### src/rtl/sol_line_arbiter_if.sv
// Byte-stream bundle between two requesters, the line arbiter and the solver input port.
// master: arbiter side; slave: requesters plus solver side.
`default_nettype none

interface sol_line_arbiter_if;
  logic       req0_valid;
  logic [7:0] req0_char;
  logic       req0_last;
  logic       req0_ready;
  logic       req1_valid;
  logic [7:0] req1_char;
  logic       req1_last;
  logic       req1_ready;
  logic       sol_valid;
  logic [7:0] sol_char;
  logic       sol_ready;

  modport master (
    input  req0_valid, req0_char, req0_last,
    input  req1_valid, req1_char, req1_last,
    input  sol_ready,
    output req0_ready, req1_ready,
    output sol_valid, sol_char
  );

  modport slave (
    output req0_valid, req0_char, req0_last,
    output req1_valid, req1_char, req1_last,
    output sol_ready,
    input  req0_ready, req1_ready,
    input  sol_valid, sol_char
  );
endinterface

`default_nettype wire

### src/rtl/sol_line_arbiter.sv
// sol_line_arbiter: line-locked round-robin arbiter feeding one solver from two byte streams.
// Optional per-requester line counters: define SOL_LINE_ARB_STATS_EN.  Rev 1.0
`default_nettype none

module sol_line_arbiter #(
  parameter logic [7:0] LINE_TERM = 8'd10,
  parameter int         CNT_W     = 16
) (
  input  wire              clk,
  input  wire              rst_n,
  sol_line_arbiter_if.master bus,
  output logic             grant_id,
  output logic             locked,
  output logic             done,
  output logic [CNT_W-1:0] line_count,
  output logic [CNT_W-1:0] line_count0,
  output logic [CNT_W-1:0] line_count1
);

  localparam logic [CNT_W-1:0] CNT_ONE = {{(CNT_W-1){1'b0}}, 1'b1};

  typedef enum logic [0:0] {
    ARB = 1'b0,
    FWD = 1'b1
  } state_t;

  state_t           state_q, state_d;
  logic             grant_q, grant_d;
  logic             ptr_q, ptr_d;
  logic [1:0]       fin_q, fin_d;
  logic             done_q, done_d;
  logic [CNT_W-1:0] line_count_q, line_count_d;

  logic             elig0, elig1;
  logic             own_valid, own_last;
  logic [7:0]       own_char;
  logic             line_end;

  always_comb begin
    state_d      = state_q;
    grant_d      = grant_q;
    ptr_d        = ptr_q;
    fin_d        = fin_q;
    done_d       = done_q | (fin_q[0] & fin_q[1] & (state_q == ARB));
    line_count_d = line_count_q;
    line_end     = 1'b0;

    bus.req0_ready = 1'b0;
    bus.req1_ready = 1'b0;
    bus.sol_valid  = 1'b0;
    bus.sol_char   = 8'd0;

    elig0     = bus.req0_valid & ~fin_q[0];
    elig1     = bus.req1_valid & ~fin_q[1];
    own_valid = grant_q ? bus.req1_valid : bus.req0_valid;
    own_char  = grant_q ? bus.req1_char  : bus.req0_char;
    own_last  = grant_q ? bus.req1_last  : bus.req0_last;

    case (state_q)
      ARB: begin
        if (elig0 || elig1) begin
          state_d = FWD;
          grant_d = (elig0 && elig1) ? ptr_q : elig1;
        end
      end
      FWD: begin
        // Ready follows sol_ready only, so sol_valid never depends on it.
        bus.sol_valid = own_valid;
        bus.sol_char  = own_valid ? own_char : 8'd0;
        if (grant_q) bus.req1_ready = bus.sol_ready;
        else         bus.req0_ready = bus.sol_ready;

        if (own_valid && bus.sol_ready && ((own_char == LINE_TERM) || own_last)) begin
          line_end     = 1'b1;
          state_d      = ARB;
          ptr_d        = ~grant_q;
          line_count_d = line_count_q + CNT_ONE;
          if (own_last) fin_d[grant_q] = 1'b1;
        end
      end
      default: state_d = ARB;
    endcase
  end

  always_ff @(posedge clk or negedge rst_n) begin
    if (!rst_n) begin
      state_q      <= ARB;
      grant_q      <= 1'b0;
      ptr_q        <= 1'b0;
      fin_q        <= 2'b00;
      done_q       <= 1'b0;
      line_count_q <= '0;
    end else begin
      state_q      <= state_d;
      grant_q      <= grant_d;
      ptr_q        <= ptr_d;
      fin_q        <= fin_d;
      done_q       <= done_d;
      line_count_q <= line_count_d;
    end
  end

  assign grant_id   = grant_q;
  assign locked     = (state_q == FWD);
  assign done       = done_q;
  assign line_count = line_count_q;

`ifdef SOL_LINE_ARB_STATS_EN
  logic [CNT_W-1:0] line_count0_q, line_count0_d;
  logic [CNT_W-1:0] line_count1_q, line_count1_d;

  always_comb begin
    line_count0_d = line_count0_q;
    line_count1_d = line_count1_q;
    if (line_end) begin
      if (grant_q) line_count1_d = line_count1_q + CNT_ONE;
      else         line_count0_d = line_count0_q + CNT_ONE;
    end
  end

  always_ff @(posedge clk or negedge rst_n) begin
    if (!rst_n) begin
      line_count0_q <= '0;
      line_count1_q <= '0;
    end else begin
      line_count0_q <= line_count0_d;
      line_count1_q <= line_count1_d;
    end
  end

  assign line_count0 = line_count0_q;
  assign line_count1 = line_count1_q;
`else
  assign line_count0 = '0;
  assign line_count1 = '0;
`endif

endmodule

`default_nettype wire

### src/flat_wrapper.sv
// flat-port wrapper written by rule: the top's interface ports become plain ports
module sol_line_arbiter_flat 
#(
  parameter logic [7:0] LINE_TERM = 8'd10,
  parameter int         CNT_W     = 16
)
  (clk, rst_n, grant_id, locked, done, line_count, line_count0, line_count1, bus_req0_valid, bus_req0_char, bus_req0_last, bus_req1_valid, bus_req1_char, bus_req1_last, bus_sol_ready, bus_req0_ready, bus_req1_ready, bus_sol_valid, bus_sol_char);
  sol_line_arbiter_if bus_i ();
  input  wire clk;
  input  wire rst_n;
  output logic grant_id;
  output logic locked;
  output logic done;
  output logic [CNT_W-1:0] line_count;
  output logic [CNT_W-1:0] line_count0;
  output logic [CNT_W-1:0] line_count1;
  input wire logic [$bits(bus_i.req0_valid)-1:0] bus_req0_valid;
  input wire logic [$bits(bus_i.req0_char)-1:0] bus_req0_char;
  input wire logic [$bits(bus_i.req0_last)-1:0] bus_req0_last;
  input wire logic [$bits(bus_i.req1_valid)-1:0] bus_req1_valid;
  input wire logic [$bits(bus_i.req1_char)-1:0] bus_req1_char;
  input wire logic [$bits(bus_i.req1_last)-1:0] bus_req1_last;
  input wire logic [$bits(bus_i.sol_ready)-1:0] bus_sol_ready;
  output wire logic [$bits(bus_i.req0_ready)-1:0] bus_req0_ready;
  output wire logic [$bits(bus_i.req1_ready)-1:0] bus_req1_ready;
  output wire logic [$bits(bus_i.sol_valid)-1:0] bus_sol_valid;
  output wire logic [$bits(bus_i.sol_char)-1:0] bus_sol_char;
  assign bus_i.req0_valid = bus_req0_valid;
  assign bus_i.req0_char = bus_req0_char;
  assign bus_i.req0_last = bus_req0_last;
  assign bus_i.req1_valid = bus_req1_valid;
  assign bus_i.req1_char = bus_req1_char;
  assign bus_i.req1_last = bus_req1_last;
  assign bus_i.sol_ready = bus_sol_ready;
  assign bus_req0_ready = bus_i.req0_ready;
  assign bus_req1_ready = bus_i.req1_ready;
  assign bus_sol_valid = bus_i.sol_valid;
  assign bus_sol_char = bus_i.sol_char;
  sol_line_arbiter #(.LINE_TERM(LINE_TERM), .CNT_W(CNT_W)) u_core (.clk(clk), .rst_n(rst_n), .bus(bus_i), .grant_id(grant_id), .locked(locked), .done(done), .line_count(line_count), .line_count0(line_count0), .line_count1(line_count1));
endmodule
### config.mk
export PLATFORM = sky130hd
export DESIGN_NAME = sol_line_arbiter_flat
export DESIGN_NICKNAME = d
export VERILOG_FILES = /design/src/rtl/sol_line_arbiter_if.sv /design/src/rtl/sol_line_arbiter.sv /design/src/flat_wrapper.sv
export SDC_FILE = /design/constraint.sdc
export NUM_CORES = 1
export LEC_CHECK = 0
export CAP_MARGIN = 15
export CORE_UTILIZATION = 37
export CTS_BUF_LIST = sky130_fd_sc_hd__clkbuf_8
export DETAILED_ROUTE_END_ITERATION = 10
export GPL_ROUTABILITY_DRIVEN = 1
export PLACE_DENSITY = 0.8
export SETUP_SLACK_MARGIN = 0.4
export SLEW_MARGIN = 5
export SYNTH_ARGS = -nofsm -noshare
export SYNTH_HDL_FRONTEND = slang
export SYNTH_SLANG_ARGS = --single-unit
### constraint.sdc
create_clock -name clk -period 1.4 [get_ports clk]
set_input_delay 0.42 -clock clk [delete_from_list [all_inputs] [get_ports clk]]
set_output_delay 0.42 -clock clk [all_outputs]
set_load 0.01 [all_outputs]
==> metrics <==
P_leak 0.00147 uW; RR Endpoint u_core.line_count[10]; starting density of the core 0.391; Pwr per Cell Area 1480 nW/um^2; Critical Path, Cell by Cell mux2_4 > nand2_8 > buf_12 > nor2_4 > buf_6; clock root buffer clkbuf_8; dpl cell area approximately 2600 um^2; critical path endpoint category primary output; failing checks setup timing; worst-path cell with the longest stage delay dfrtp_2; maximum root-to-sink buffer count 2; I/O Pins 85; FF-to-FF setup slack -390 ps; min cycle time layout 1870 ps; Post-Route WL 5.68 mm; Max Clk Rate 0.536 GHz; FF/Latch Area 554 um^2; most frequent cells in the layout buf_6, buf_4, conb_1, dfrtp_1; Clock Sinks 22; GP Congestion 0.746; Synth cell types 31; clock latency on the worst-skew pair 270 ps; synthesized instance count 156; WL/cell 17.6 um; CTS tree yes; first-pass GRT wire length between 8 and 9 mm; Vias roughly 1600; commonest non-fill, non-tap cell in the layout buf_6; crit path launch u_core.grant_id; share of cells above drive strength 1 0.590; Max Clock Skew between 5 and 6 ps; total CTS buffers 3; synthesized area between 1500 and 2000 um^2; Fin Hold WS 496 ps; largest net degree at the start of global routing 23; post-layout util 0.753; Final ANT Viol Nets 0; RR Startpoint u_core.grant_id; max-cap violations 0; #FFs+latches synth 22; Final Max Slew Viols 0; core area roughly 4000 um^2; end of the critical path bus_sol_char[4]; period utilisation layout 1.33; Die Ht 67.5 um; CTS clk-pin slew, worst paths 80 ps; status finished, violations left; H-tree Lvls 1; Mean Syn Cell Area between 10 and 15 um^2; Slowest Stage Delay on Critical Path between 400 and 500 ps; Final setup violation count 31; Seq/Total Area, Yosys 0.347; HP Class input pin to async pin; final instance area roughly 3100 um^2; area of the die 4550 um^2; via count of the first global-routing pass 1568; CP Class flip-flop to primary output; antenna cells 0; Worst EP required 980 ps; Worst Path Arrival 1450 ps; RSZ-0062 raised after global routing true; antenna violations before repair 0; number of cells on the worst reg-to-reg path 9; Synthesis Warnings 0; IO Port Bufs 52; crit path launch type flip-flop; fill cell count 246; dpl hpwl around 3.2 mm; Congestion Overflow GR 0; cts hold-fix bufs 0; Initial DRC Count 87; Std-Cell Rows 23; multi-input logic area 1210 um^2; die span in x about 67 um; area grow syn2layout 92.7%; DRC viols 0; gr usage total 0.259; endpoints failing hold 0; Pre-antenna DRT Iters 4; final setup margin -467 ps; Critical Path Fanout Max 6; final net count 298; vias per cell about 5; VDD IR max 1.15 mV
critical path: cells and delay by family, from the launching register on:
kind,cells,cell delay [ps]
DFF,1,440
and+or+nand+nor,2,130
buffers and inverters,2,260
muxes,1,350
cell type report:
type	count	area share
clock buffer	3	0.0135
clock inverter	1	0.00123
inverter	4	0.00737
multi-input combinational	122	0.396
sequential	22	0.181
tap	50	0.0205
timing repair buffer	121	0.380
stage by stage:
step	total power (uW)	setup slack [ps]	TNS [ps]	std cells
detailed placement	3070	-901	-23090	285
CTS	4380	-459	-10080	319
finish	4530	-467	-10600	323
global placement	3030	-842	-22450	285
global route	4760	-513	-12270	323
floorplan	2200	-222	-1970	187
cells by family (layout without fill, tap and decap cells):
kind of cell	count (synthesis)	count (layout)	synth area share
other	1	32	0.00237
adders and majority gates	1	1	0.00789
and+or+nand+nor	56	56	0.255
buffers and inverters	43	129	0.189
muxes	11	11	0.0742
xor gates and xnor gates	15	15	0.0829
AOI/OAI and AO/OA	7	7	0.0410
DFF	22	22	0.347
worst min path at each step:
stage | start | endpoint | slack [ps] | cells after the start
5_1_grt | rst_n | u_core.line_count[5] | 500 | 2
3_5_place_dp | u_core.done | u_core.done | 450 | 1
2_1_floorplan | rst_n | u_core.done | 120 | 0
3_3_place_gp | u_core.done | u_core.done | 460 | 1
4_1_cts | u_core.done | u_core.done | 480 | 1
6_report | rst_n | u_core.line_count[5] | 500 | 2
where the power goes:
group | total [uW] | switching [uW] | internal [uW]
clock | 411 | 215 | 196
sequential | 902 | 129 | 773
combinational | 3220 | 1470 | 1750
total | 4530 | 1810 | 2720
state kept, by name, indices dropped and copies added (netlist names):
name,cells
u_core.fin_q,2
u_core.grant_id,1
u_core.line_count,16
u_core.done,1
u_core.ptr_q,1
u_core.locked,1
cell usage after synthesis:
cell       n  area share
a211oi_2   2       0.016
a21oi_1    1      0.0032
a31o_2     1      0.0055
a31oi_1    1      0.0039
a41o_1     2       0.013
and2_1     4       0.016
and3_1     1      0.0039
and4_1     3       0.017
buf_2      3      0.0095
buf_4     32        0.15
buf_6      2       0.014
clkbuf_1   2      0.0047
conb_1     1      0.0024
dfrtp_1   22        0.35
ha_1       1      0.0079
inv_1      4      0.0095
mux2_2     2       0.014
mux2_4     1      0.0095
mux2i_1    8       0.051
nand2_1    5       0.012
nand3_1    5       0.016
nand4_1    7       0.028
nor2_1     9       0.021
nor2b_1    2      0.0079
nor3_1     1      0.0032
nor3_2     1      0.0063
nor4_1     4       0.016
nor4_2    10       0.079
nor4b_1    2       0.011
nor4b_2    2       0.019
xor2_1    15       0.083
routing by layer:
| layer | global-route usage | up-vias | wire length, um |
|---|---|---|---|
| met1 | 0.333 | 801 | 2370 |
| met2 | 0.460 | 74 | 3000 |
| met5 | 0 | - | 0 |
| met4 | 0.0479 | 0 | 65 |
| li1 | - | 726 | - |
| met3 | 0.0355 | 6 | 237 |
what timing repair did:
item / CTS / global route
pin swaps: 20 / 21
gates cloned: 2 / 0
resized for setup: 226 / 9
buffers inserted: 28 / 4
setup endpoints to repair: 52 / 52
(Power assumes the default switching activity.)
